--- config.mk ---
export PLATFORM = sky130hd
export DESIGN_NAME = dma_busmaster_flat
export DESIGN_NICKNAME = d
export VERILOG_FILES = /design/src/rtl/dma_busmaster_if.sv /design/src/rtl/dma_busmaster.sv /design/src/flat_wrapper.sv
export SDC_FILE = /design/constraint.sdc
export NUM_CORES = 1
export LEC_CHECK = 0
export ABC_AREA = 1
export CORE_UTILIZATION = 50
export DETAILED_ROUTE_END_ITERATION = 10
export PLACE_DENSITY_LB_ADDON = 0.05
export SYNTH_ARGS = -nofsm -noshare
export SYNTH_HDL_FRONTEND = slang
export SYNTH_SLANG_ARGS = --single-unit
--- constraint.sdc ---
create_clock -name CPU_CLK -period 4.5 [get_ports CPU_CLK]
set_clock_uncertainty 0.15 [all_clocks]
set_input_delay 0.675 -clock CPU_CLK [delete_from_list [all_inputs] [get_ports CPU_CLK]]
set_output_delay 0.675 -clock CPU_CLK [all_outputs]
set_load 0.02 [all_outputs]
--- src/rtl/dma_busmaster_if.sv ---
// ---------------------------------------------------------------------------
// dma_busmaster_if
// Groups the local request port and the 68030-side bus signals of
// dma_busmaster. Bus signals are active-low levels; the board provides the
// open-drain / tri-state buffers controlled by BUS_OE and DATA_OE.
//
//   Local request side : REQ, REQ_RnW, REQ_SIZ, REQ_ADDR, REQ_WDATA (to block)
//                        BUSY, DONE, ERR, RDATA, PORTSZ           (from block)
//   Arbitration        : nBR, nBGACK (out), nBG, nBGACK_IN, nAS_IN (in)
//   Bus cycle          : nAS, nDS, RnW, SIZ, ADDR, BUS_OE, DATA_OUT, DATA_OE (out)
//                        DATA_IN, nDSACK, nSTERM, nBERR (in)
//
// Modports: master = the bus initiator (dma_busmaster), slave = the agent /
// system environment facing it.
// ---------------------------------------------------------------------------
interface dma_busmaster_if;
    // Local request port
    logic        REQ;
    logic        REQ_RnW;
    logic [1:0]  REQ_SIZ;
    logic [31:0] REQ_ADDR;
    logic [31:0] REQ_WDATA;
    logic        BUSY;
    logic        DONE;
    logic        ERR;
    logic [31:0] RDATA;
    logic [1:0]  PORTSZ;
    // Arbitration
    logic        nBR;
    logic        nBG;
    logic        nBGACK_IN;
    logic        nBGACK;
    logic        nAS_IN;
    // Bus cycle
    logic        nAS;
    logic        nDS;
    logic        RnW;
    logic [1:0]  SIZ;
    logic [31:0] ADDR;
    logic        BUS_OE;
    logic [31:0] DATA_OUT;
    logic        DATA_OE;
    logic [31:0] DATA_IN;
    logic [1:0]  nDSACK;
    logic        nSTERM;
    logic        nBERR;

    modport master (
        input  REQ, REQ_RnW, REQ_SIZ, REQ_ADDR, REQ_WDATA,
        output BUSY, DONE, ERR, RDATA, PORTSZ,
        output nBR, nBGACK,
        input  nBG, nBGACK_IN, nAS_IN,
        output nAS, nDS, RnW, SIZ, ADDR, BUS_OE, DATA_OUT, DATA_OE,
        input  DATA_IN, nDSACK, nSTERM, nBERR
    );

    modport slave (
        output REQ, REQ_RnW, REQ_SIZ, REQ_ADDR, REQ_WDATA,
        input  BUSY, DONE, ERR, RDATA, PORTSZ,
        input  nBR, nBGACK,
        output nBG, nBGACK_IN, nAS_IN,
        input  nAS, nDS, RnW, SIZ, ADDR, BUS_OE, DATA_OUT, DATA_OE,
        output DATA_IN, nDSACK, nSTERM, nBERR
    );
endinterface

--- src/rtl/dma_busmaster.sv ---
// ---------------------------------------------------------------------------
// dma_busmaster
// Single-transfer 68030 bus initiator. Accepts one request from the local
// port, arbitrates with BR/BG/BGACK, runs one asynchronous-style cycle and
// completes on BERR, STERM, DSACK or a local timeout, then pulses DONE with
// ERR/PORTSZ/RDATA.
//
// Ports:
//   CPU_CLK : bus clock, everything on its rising edge
//   RST     : synchronous, active-high reset
//   bus     : dma_busmaster_if.master (request port + bus signals)
//
// Every output is a register loaded from the next-state decode, so output
// levels always line up with the state the FSM is in.
// ---------------------------------------------------------------------------
module dma_busmaster #(
    parameter int unsigned TIMEOUT = 128
) (
    input  logic             CPU_CLK,
    input  logic             RST,
    dma_busmaster_if.master  bus
);

    localparam int unsigned    CW       = $clog2(TIMEOUT + 1);
    localparam logic [CW-1:0]  CNT_LAST = CW'(TIMEOUT - 1);
    localparam logic [CW-1:0]  CNT_MAX  = '1;

    typedef enum logic [2:0] {
        ST_IDLE,
        ST_ARB,
        ST_S0,
        ST_S1,
        ST_WAIT,
        ST_END,
        ST_REL
    } state_t;

    state_t        r_state;
    state_t        w_next;

    // Latched request
    logic          r_rnw;
    logic [1:0]    r_siz;
    logic [31:0]   r_addr;
    logic [31:0]   r_wdata;

    logic [CW-1:0] r_cnt;

    // Termination decode (only meaningful in WAIT)
    logic          w_term;
    logic          w_term_err;
    logic [1:0]    w_term_psz;

    // ------------------------------------------------------------------
    // State register
    // ------------------------------------------------------------------
    always_ff @(posedge CPU_CLK) begin
        if (RST) begin
            r_state <= ST_IDLE;
        end else begin
            r_state <= w_next;
        end
    end

    // ------------------------------------------------------------------
    // Next-state and termination priority: BERR > STERM > DSACK > timeout
    // ------------------------------------------------------------------
    always_comb begin
        w_next     = r_state;
        w_term     = 1'b0;
        w_term_err = 1'b0;
        w_term_psz = 2'b00;
        unique case (r_state)
            ST_IDLE: begin
                if (bus.REQ) begin
                    w_next = ST_ARB;
                end
            end
            ST_ARB: begin
                // Grant is only taken once the previous master has left the bus
                if (!bus.nBG && bus.nAS_IN && bus.nBGACK_IN) begin
                    w_next = ST_S0;
                end
            end
            ST_S0: begin
                w_next = ST_S1;
            end
            ST_S1: begin
                w_next = ST_WAIT;
            end
            ST_WAIT: begin
                if (!bus.nBERR) begin
                    w_term     = 1'b1;
                    w_term_err = 1'b1;
                    w_term_psz = 2'b00;
                end else if (!bus.nSTERM) begin
                    w_term     = 1'b1;
                    w_term_psz = 2'b11;
                end else if (bus.nDSACK != 2'b11) begin
                    w_term     = 1'b1;
                    w_term_psz = bus.nDSACK;
                end else if (r_cnt == CNT_LAST) begin
                    w_term     = 1'b1;
                    w_term_err = 1'b1;
                    w_term_psz = 2'b00;
                end
                if (w_term) begin
                    w_next = ST_END;
                end
            end
            ST_END: begin
                w_next = ST_REL;
            end
            ST_REL: begin
                w_next = ST_IDLE;
            end
            default: begin
                w_next = ST_IDLE;
            end
        endcase
    end

    // ------------------------------------------------------------------
    // Request latch, timeout counter and result capture
    // ------------------------------------------------------------------
    always_ff @(posedge CPU_CLK) begin
        if (RST) begin
            r_rnw      <= 1'b1;
            r_siz      <= 2'b00;
            r_addr     <= '0;
            r_wdata    <= '0;
            r_cnt      <= '0;
            bus.ERR    <= 1'b0;
            bus.PORTSZ <= 2'b00;
            bus.RDATA  <= '0;
        end else begin
            if (r_state == ST_IDLE && bus.REQ) begin
                r_rnw   <= bus.REQ_RnW;
                r_siz   <= bus.REQ_SIZ;
                r_addr  <= bus.REQ_ADDR;
                r_wdata <= bus.REQ_WDATA;
            end

            // Counter saturates rather than wrapping
            if (w_next == ST_S1) begin
                r_cnt <= '0;
            end else if (r_state == ST_WAIT && r_cnt != CNT_MAX) begin
                r_cnt <= r_cnt + 1'b1;
            end

            if (r_state == ST_WAIT && w_term) begin
                bus.ERR    <= w_term_err;
                bus.PORTSZ <= w_term_psz;
                // Read data is kept untouched on an error completion
                if (r_rnw && !w_term_err) begin
                    bus.RDATA <= bus.DATA_IN;
                end
            end
        end
    end

    // ------------------------------------------------------------------
    // Registered bus and handshake outputs, decoded from the next state
    // ------------------------------------------------------------------
    always_ff @(posedge CPU_CLK) begin
        if (RST) begin
            bus.nBR      <= 1'b1;
            bus.nBGACK   <= 1'b1;
            bus.nAS      <= 1'b1;
            bus.nDS      <= 1'b1;
            bus.RnW      <= 1'b1;
            bus.SIZ      <= 2'b00;
            bus.ADDR     <= '0;
            bus.BUS_OE   <= 1'b0;
            bus.DATA_OE  <= 1'b0;
            bus.DATA_OUT <= '0;
            bus.BUSY     <= 1'b0;
            bus.DONE     <= 1'b0;
        end else begin
            bus.nBR    <= (w_next != ST_ARB);
            bus.BUSY   <= (w_next == ST_ARB) || (w_next == ST_S0) || (w_next == ST_S1) ||
                          (w_next == ST_WAIT) || (w_next == ST_END);
            // Bus ownership spans S0..END; BG negation after this point is ignored
            bus.nBGACK <= !((w_next == ST_S0) || (w_next == ST_S1) ||
                            (w_next == ST_WAIT) || (w_next == ST_END));
            bus.BUS_OE <= (w_next == ST_S0) || (w_next == ST_S1) ||
                          (w_next == ST_WAIT) || (w_next == ST_END);
            bus.nAS    <= !((w_next == ST_S1) || (w_next == ST_WAIT));
            // Writes delay DS by one clock so data is stable before the strobe
            bus.nDS    <= !(((w_next == ST_S1) && r_rnw) || (w_next == ST_WAIT));
            bus.DATA_OE <= !r_rnw && ((w_next == ST_S1) || (w_next == ST_WAIT));
            bus.DONE   <= (w_next == ST_REL);

            if (w_next == ST_S0) begin
                bus.ADDR <= r_addr;
                bus.SIZ  <= r_siz;
                bus.RnW  <= r_rnw;
            end
            if (w_next == ST_S1 && !r_rnw) begin
                bus.DATA_OUT <= r_wdata;
            end
        end
    end

endmodule

--- src/flat_wrapper.sv ---
// flat-port wrapper written by rule: the top's interface ports become plain ports
module dma_busmaster_flat 
#(
    parameter int unsigned TIMEOUT = 128
)
  (CPU_CLK, RST, bus_REQ, bus_REQ_RnW, bus_REQ_SIZ, bus_REQ_ADDR, bus_REQ_WDATA, bus_BUSY, bus_DONE, bus_ERR, bus_RDATA, bus_PORTSZ, bus_nBR, bus_nBGACK, bus_nBG, bus_nBGACK_IN, bus_nAS_IN, bus_nAS, bus_nDS, bus_RnW, bus_SIZ, bus_ADDR, bus_BUS_OE, bus_DATA_OUT, bus_DATA_OE, bus_DATA_IN, bus_nDSACK, bus_nSTERM, bus_nBERR);
  dma_busmaster_if bus_i ();
  input  logic CPU_CLK;
  input  logic RST;
  input wire logic [$bits(bus_i.REQ)-1:0] bus_REQ;
  input wire logic [$bits(bus_i.REQ_RnW)-1:0] bus_REQ_RnW;
  input wire logic [$bits(bus_i.REQ_SIZ)-1:0] bus_REQ_SIZ;
  input wire logic [$bits(bus_i.REQ_ADDR)-1:0] bus_REQ_ADDR;
  input wire logic [$bits(bus_i.REQ_WDATA)-1:0] bus_REQ_WDATA;
  output wire logic [$bits(bus_i.BUSY)-1:0] bus_BUSY;
  output wire logic [$bits(bus_i.DONE)-1:0] bus_DONE;
  output wire logic [$bits(bus_i.ERR)-1:0] bus_ERR;
  output wire logic [$bits(bus_i.RDATA)-1:0] bus_RDATA;
  output wire logic [$bits(bus_i.PORTSZ)-1:0] bus_PORTSZ;
  output wire logic [$bits(bus_i.nBR)-1:0] bus_nBR;
  output wire logic [$bits(bus_i.nBGACK)-1:0] bus_nBGACK;
  input wire logic [$bits(bus_i.nBG)-1:0] bus_nBG;
  input wire logic [$bits(bus_i.nBGACK_IN)-1:0] bus_nBGACK_IN;
  input wire logic [$bits(bus_i.nAS_IN)-1:0] bus_nAS_IN;
  output wire logic [$bits(bus_i.nAS)-1:0] bus_nAS;
  output wire logic [$bits(bus_i.nDS)-1:0] bus_nDS;
  output wire logic [$bits(bus_i.RnW)-1:0] bus_RnW;
  output wire logic [$bits(bus_i.SIZ)-1:0] bus_SIZ;
  output wire logic [$bits(bus_i.ADDR)-1:0] bus_ADDR;
  output wire logic [$bits(bus_i.BUS_OE)-1:0] bus_BUS_OE;
  output wire logic [$bits(bus_i.DATA_OUT)-1:0] bus_DATA_OUT;
  output wire logic [$bits(bus_i.DATA_OE)-1:0] bus_DATA_OE;
  input wire logic [$bits(bus_i.DATA_IN)-1:0] bus_DATA_IN;
  input wire logic [$bits(bus_i.nDSACK)-1:0] bus_nDSACK;
  input wire logic [$bits(bus_i.nSTERM)-1:0] bus_nSTERM;
  input wire logic [$bits(bus_i.nBERR)-1:0] bus_nBERR;
  assign bus_i.REQ = bus_REQ;
  assign bus_i.REQ_RnW = bus_REQ_RnW;
  assign bus_i.REQ_SIZ = bus_REQ_SIZ;
  assign bus_i.REQ_ADDR = bus_REQ_ADDR;
  assign bus_i.REQ_WDATA = bus_REQ_WDATA;
  assign bus_BUSY = bus_i.BUSY;
  assign bus_DONE = bus_i.DONE;
  assign bus_ERR = bus_i.ERR;
  assign bus_RDATA = bus_i.RDATA;
  assign bus_PORTSZ = bus_i.PORTSZ;
  assign bus_nBR = bus_i.nBR;
  assign bus_nBGACK = bus_i.nBGACK;
  assign bus_i.nBG = bus_nBG;
  assign bus_i.nBGACK_IN = bus_nBGACK_IN;
  assign bus_i.nAS_IN = bus_nAS_IN;
  assign bus_nAS = bus_i.nAS;
  assign bus_nDS = bus_i.nDS;
  assign bus_RnW = bus_i.RnW;
  assign bus_SIZ = bus_i.SIZ;
  assign bus_ADDR = bus_i.ADDR;
  assign bus_BUS_OE = bus_i.BUS_OE;
  assign bus_DATA_OUT = bus_i.DATA_OUT;
  assign bus_DATA_OE = bus_i.DATA_OE;
  assign bus_i.DATA_IN = bus_DATA_IN;
  assign bus_i.nDSACK = bus_nDSACK;
  assign bus_i.nSTERM = bus_nSTERM;
  assign bus_i.nBERR = bus_nBERR;
  dma_busmaster #(.TIMEOUT(TIMEOUT)) u_core (.CPU_CLK(CPU_CLK), .RST(RST), .bus(bus_i));
endmodule
# Word level (Yosys, flattened, before mapping)
# Index checks and enable logic that the tools add are counted.
dict set report classes {
  mux 18
  n_reduce_logical 27
  addsub 1
  eq_ne 15
}
# op count
set ops {}
lappend ops {{$pmux W3 S6} 1}
lappend ops {{$eq A3 B3 Y1 const B} 5}
lappend ops {{$eq A3 B2 Y1 const B} 4}
lappend ops {{$mux W1} 10}
lappend ops {{$logic_and A1 B1 Y1} 9}
lappend ops {{$logic_or A1 B1 Y1} 9}
lappend ops {{$mux W3} 3}
lappend ops {{$add A8 B1 Y8 const B} 1}
lappend ops {{$eq A8 B7 Y1 const B} 1}
lappend ops {{$mux W2} 4}
lappend ops {{$ne A8 B8 Y1 const B} 1}
lappend ops {{$eq A3 B1 Y1 const B} 2}
lappend ops {{$logic_not A1 Y1} 6}
lappend ops {{$logic_not A3 Y1} 1}
lappend ops {{$ne A3 B1 Y1 const B} 1}
lappend ops {{$ne A2 B2 Y1 const B} 1}
lappend ops {{$reduce_and A2 Y1} 1}
lappend ops {{$reduce_or A2 Y1} 1}
dict set report word_totals {
  in_bits 109
  elab_cells 82
  regBits 188
  out_inout_bits 110
}

# Logic depth before layout (Yosys ltp)
dict set report logic_depth {
  ltp_word 13
  depth_mapped 10
  mapped_depth_nobuf 10
}

# Worst setup path before layout
# Ideal clock, no wire load.
dict set report synth_path {
  path_type {input to register}
  start {input port RST}
  end {register u_core.bus.ADDR[30]}
  path_stages 6
  required_time_ps 4285
  slack_ps 2756
  path_buffers 3
  arrival_time_ps 1529
  setup_time_ps 65
  path_cell_list {buf_2 -> inv_1 -> buf_4 -> clkbuf_1 -> o21ai_0 -> nor2_1}
}
# item line_no
set synth_rtl {}
lappend synth_rtl {{start, declared} flat_wrapper.sv:9} ;# input logic RST;
lappend synth_rtl {{end signal, assigned} dma_busmaster.sv:195} ;# bus.ADDR <= r_addr;
lappend synth_rtl {{end, declared} dma_busmaster_if.sv:53} ;# output nAS, nDS, RnW, SIZ, ADDR, BUS_OE, DATA_OUT, DATA_OE,

# Worst setup path after layout
dict set report layout_path {
  start {input port RST}
  end {register u_core.r_cnt[6]}
}
dict set report layout_via {
  elab_chain_cells 1
}
# item line_no
set layout_lines {}
lappend layout_lines {{$reduce_or A2 Y1 (no line)} n/a}
lappend layout_lines {{end signal, assigned} dma_busmaster.sv:148} ;# r_cnt <= r_cnt + 1'b1;
lappend layout_lines {{end, declared} dma_busmaster.sv:47} ;# logic [CW-1:0] r_cnt;
# Every way passes these cells.
# A chain may end at the register's enable or synchronous reset.

==> run summary <==
Outcome - completed
Core box area - 0.0133 mm²
Syn avg cell area - 7.92 µm²
Area Growth Syn to Fin - 38.9%
Vias in the first global route - 5,265
RSZ-0062 raised after global routing - no
Post-layout net count - 1,162
Post-synthesis xor/xnor area fraction - 0.513%
Final setup TNS - 0 ps
Slew Viols, Final - 0
Antenna diode count - 0
Post-synth top area cell - dfxtp_1
Aggregate global-route resource usage - 23.1%
Min Tclk post-route - 2670 ps
First-pass GRT wire length - 25,700 µm
CP max stage cell - buf_4
# port buffers - 218
Worst slew margin - 28.8%
Internal - 2.64 mW
DIE HEIGHT - 119 µm
Gate power share - 9.9%
Die Width - 119 µm
CP cell instances - clkdlybuf4s50_1, clkinv_2, buf_4, nand2_1, a21oi_1
Routability congestion estimate - 0.797
Worst VDD drop - 0.000273 V
Final WL - 15,900 µm
CP endpoint kind - flop
Clock-pin slew on the worst setup and hold paths - 60 ps
Die ar. - 0.0141 mm²
Setup Buffers After CTS - 0
1st-iter DRT viols - 368
Complex-gate fraction of the synthesized area - 18.4%
Max Cap Violations - 0
Ranking of synthesized cells by area - dfxtp_1 55%, nor2_1 12%, o21ai_0 10%, a21oi_1 5.7%, inv_1 4.3%
Worst-path fanout max - 84
Commonest cells post-synth - 217 x nor2_1, 188 x dfxtp_1, 141 x o21ai_0, 79 x inv_1, 78 x a21oi_1
Final hold viol count - 0
Flops & latches, synth - 188
Via count - 5,908
Fraction of registers with async set or reset after synthesis - 0%
Synth Area in Adders - 0.183%
F_max - 374 MHz
Cell variety after synth - 28
CP max stage delay - 610 ps
Worst Path Buf+Inv - 3
Starting Density - 51.3%
Syn Inst Count - 862
Root cell of the clock tree - clkbuf_16
Post-CTS Hold Fix Bufs - 0
Clk_lat worst skew - 420 ps
Post-DR vias/cell - 4.76
FP Rows - 42
Top-count cell post-synth - nor2_1
Final total power - 3.44 mW
Number of enable flip-flop cells after synthesis - 0
Post-Syn Nets - 972
Ys flop type - dfxtp_1
Clock Sinks - 188
Synth Warn # - 0
CP top delay family - buffers and inverters
Syn Std Cell Area - 0.00683 mm²
Seq pwr share - 51.7%
DP HPWL - 10,300 µm
Final Setup Violations - 0
Per-cell routed wire length - 12.8 µm
Synth Area in Simple Gates - 16.8%
Worst setup path class - in -> reg
Measured slew at the worst slew-check pin - 1070 ps
Post-route ant nets - 0
Reg area - 0.00376 mm²
Power per cell area - 363 mW/mm²
I/O pins - 219
Worst Path Required - 4690 ps
Startpoint types - input port
Net switching power - 799 µW
Clock H-tree levels - 4
P_leak - 3.59 nW
Critical path arrival - 2860 ps
DRT Pass-1 Iters - 5
Resized cells post-CTS - 0
Global route overflow - 0
Fin crit share - 59.4%
Antenna violations before repair - 0
Largest family of logic cells by synthesized area - compound AO/OA/AOI/OAI gates
CTS Buffer Depth - 2
Post-route DRC - 0
Part of the Yosys area used for sequential elements - 55.1%
CTS tree - done
Largest net degree at the start of global routing - 85
Worst hold-check path type - reg -> reg
Share of the synthesized area in the top cell type - 55.1%
Sw Share - 23.2%
Num CTS Buffers - 17
Share of cells above drive strength 1 - 4.32%
Post-synthesis mux area share - 0%
Clk pwr share - 38.5%
Multi-input logic area - 0.00245 mm²
Fill count - 1,097
[per-stage QoR]
| step | setup slack [ps] | std cells | util, % | hold WS (ps) | area (µm²) |
|---|---|---|---|---|---|
| 5_1_grt | 1630 | 1241 | 71.3 | 305 | 9480 |
| 6_report | 1830 | 1241 | 71.3 | 292 | 9480 |
| 3_5_place_dp | 1420 | 1209 | 67.4 | 284 | 8970 |
| 3_3_place_gp | 1460 | 1209 | 67.4 | 281 | 8970 |
| 4_1_cts | 1850 | 1241 | 71.3 | 294 | 9480 |
| 2_1_floorplan | 2760 | 862 | - | 295 | 6830 |
[path summary, 6_finish.rpt]
kind                            from                 endpoint  slack [ps]  depth (start not counted)
min reg2reg  u_core.bus.DATA_OUT[30]  u_core.bus.DATA_OUT[30]         290                          2
min          u_core.bus.DATA_OUT[30]  u_core.bus.DATA_OUT[30]         290                          2
max                              RST          u_core.r_cnt[6]        1830                          5
max reg2reg        u_core.r_state[0]  u_core.bus.DATA_OUT[12]        2100                          4
[flip-flops by register name, indices dropped and copies added, names as in the netlist]
name	cells
u_core.bus.ADDR	32
u_core.bus.DATA_OUT	32
u_core.bus.RDATA	32
u_core.r_addr	32
u_core.r_wdata	32
u_core.r_cnt	8
u_core.r_state	3
u_core.bus.PORTSZ	2
u_core.bus.SIZ	2
u_core.r_siz	2
u_core.bus.BUSY	1
u_core.bus.BUS_OE	1
u_core.bus.DATA_OE	1
u_core.bus.DONE	1
u_core.bus.ERR	1
u_core.bus.RnW	1
u_core.bus.nAS	1
u_core.bus.nBGACK	1
u_core.bus.nBR	1
u_core.bus.nDS	1
u_core.r_rnw	1
[placed cells by master (no fill, tap or decap)]
cell,instances
clkdlybuf4s50_1,218
nor2_1,217
dfxtp_1,188
o21ai_0,141
inv_1,78
a21oi_1,78
nand2_1,45
o21ai_1,29
clkbuf_16,17
nand3_1,8
clkinv_2,6
clkbuf_1,6
buf_4,5
inv_2,4
xor2_1,3
nor2_2,2
nor2_4,2
nand2_2,2
nand3b_1,2
clkbuf_8,2
nand4_2,1
nand4_1,1
nand4_4,1
nor3_1,1
or2_2,1
xnor2_1,1
nand3_2,1
o22ai_1,1
o211ai_1,1
ha_1,1
clkinv_4,1
clkinvlp_4,1
[cell families (layout without fill, tap and decap cells)]
| logic type | after synthesis | count (layout) |
|---|---|---|
| AO/OA/AOI/OAI | 250 | 250 |
| XOR/XNOR | 4 | 4 |
| adder cells (fa/ha/maj) | 1 | 1 |
| buffers and inverters | 135 | 338 |
| flip-flops | 188 | 188 |
| AND/OR/NAND/NOR | 284 | 284 |
[routing by layer]
metal	GRT usage, %	wire [µm]	vias up
met5	0	0	-
li1	-	-	3137
met2	37.4	7480	158
met3	7.47	1040	16
met1	29.0	7230	2597
met4	7.59	172	0
[worst reg2reg max path, cell delays in order (launching register included)]
cell and delay, ps:
dfxtp_1 410, nor2_1 240, nand3_2 830, o21ai_0 570, a21oi_1 60
[cell type report]
class / count / share of cell area (%)
flip-flops and latches: 188 / 39.7
repair buffers: 223 / 23.4
well taps: 176 / 2.32
multi-input cells: 539 / 25.8
inverters: 83 / 3.30
clock inverters: 7 / 0.435
clock buffers: 25 / 5.01
[power by group through the flow]
stage	clock (mW)	sequential, mW	combinational, mW
3_5_place_dp	0	1.81	0.339
4_1_cts	1.35	1.78	0.343
5_1_grt	1.44	1.79	0.380
3_3_place_gp	0	1.81	0.337
6_report	1.32	1.78	0.340
2_1_floorplan	0	1.82	0.172
Power figures use the tool's default switching activity.
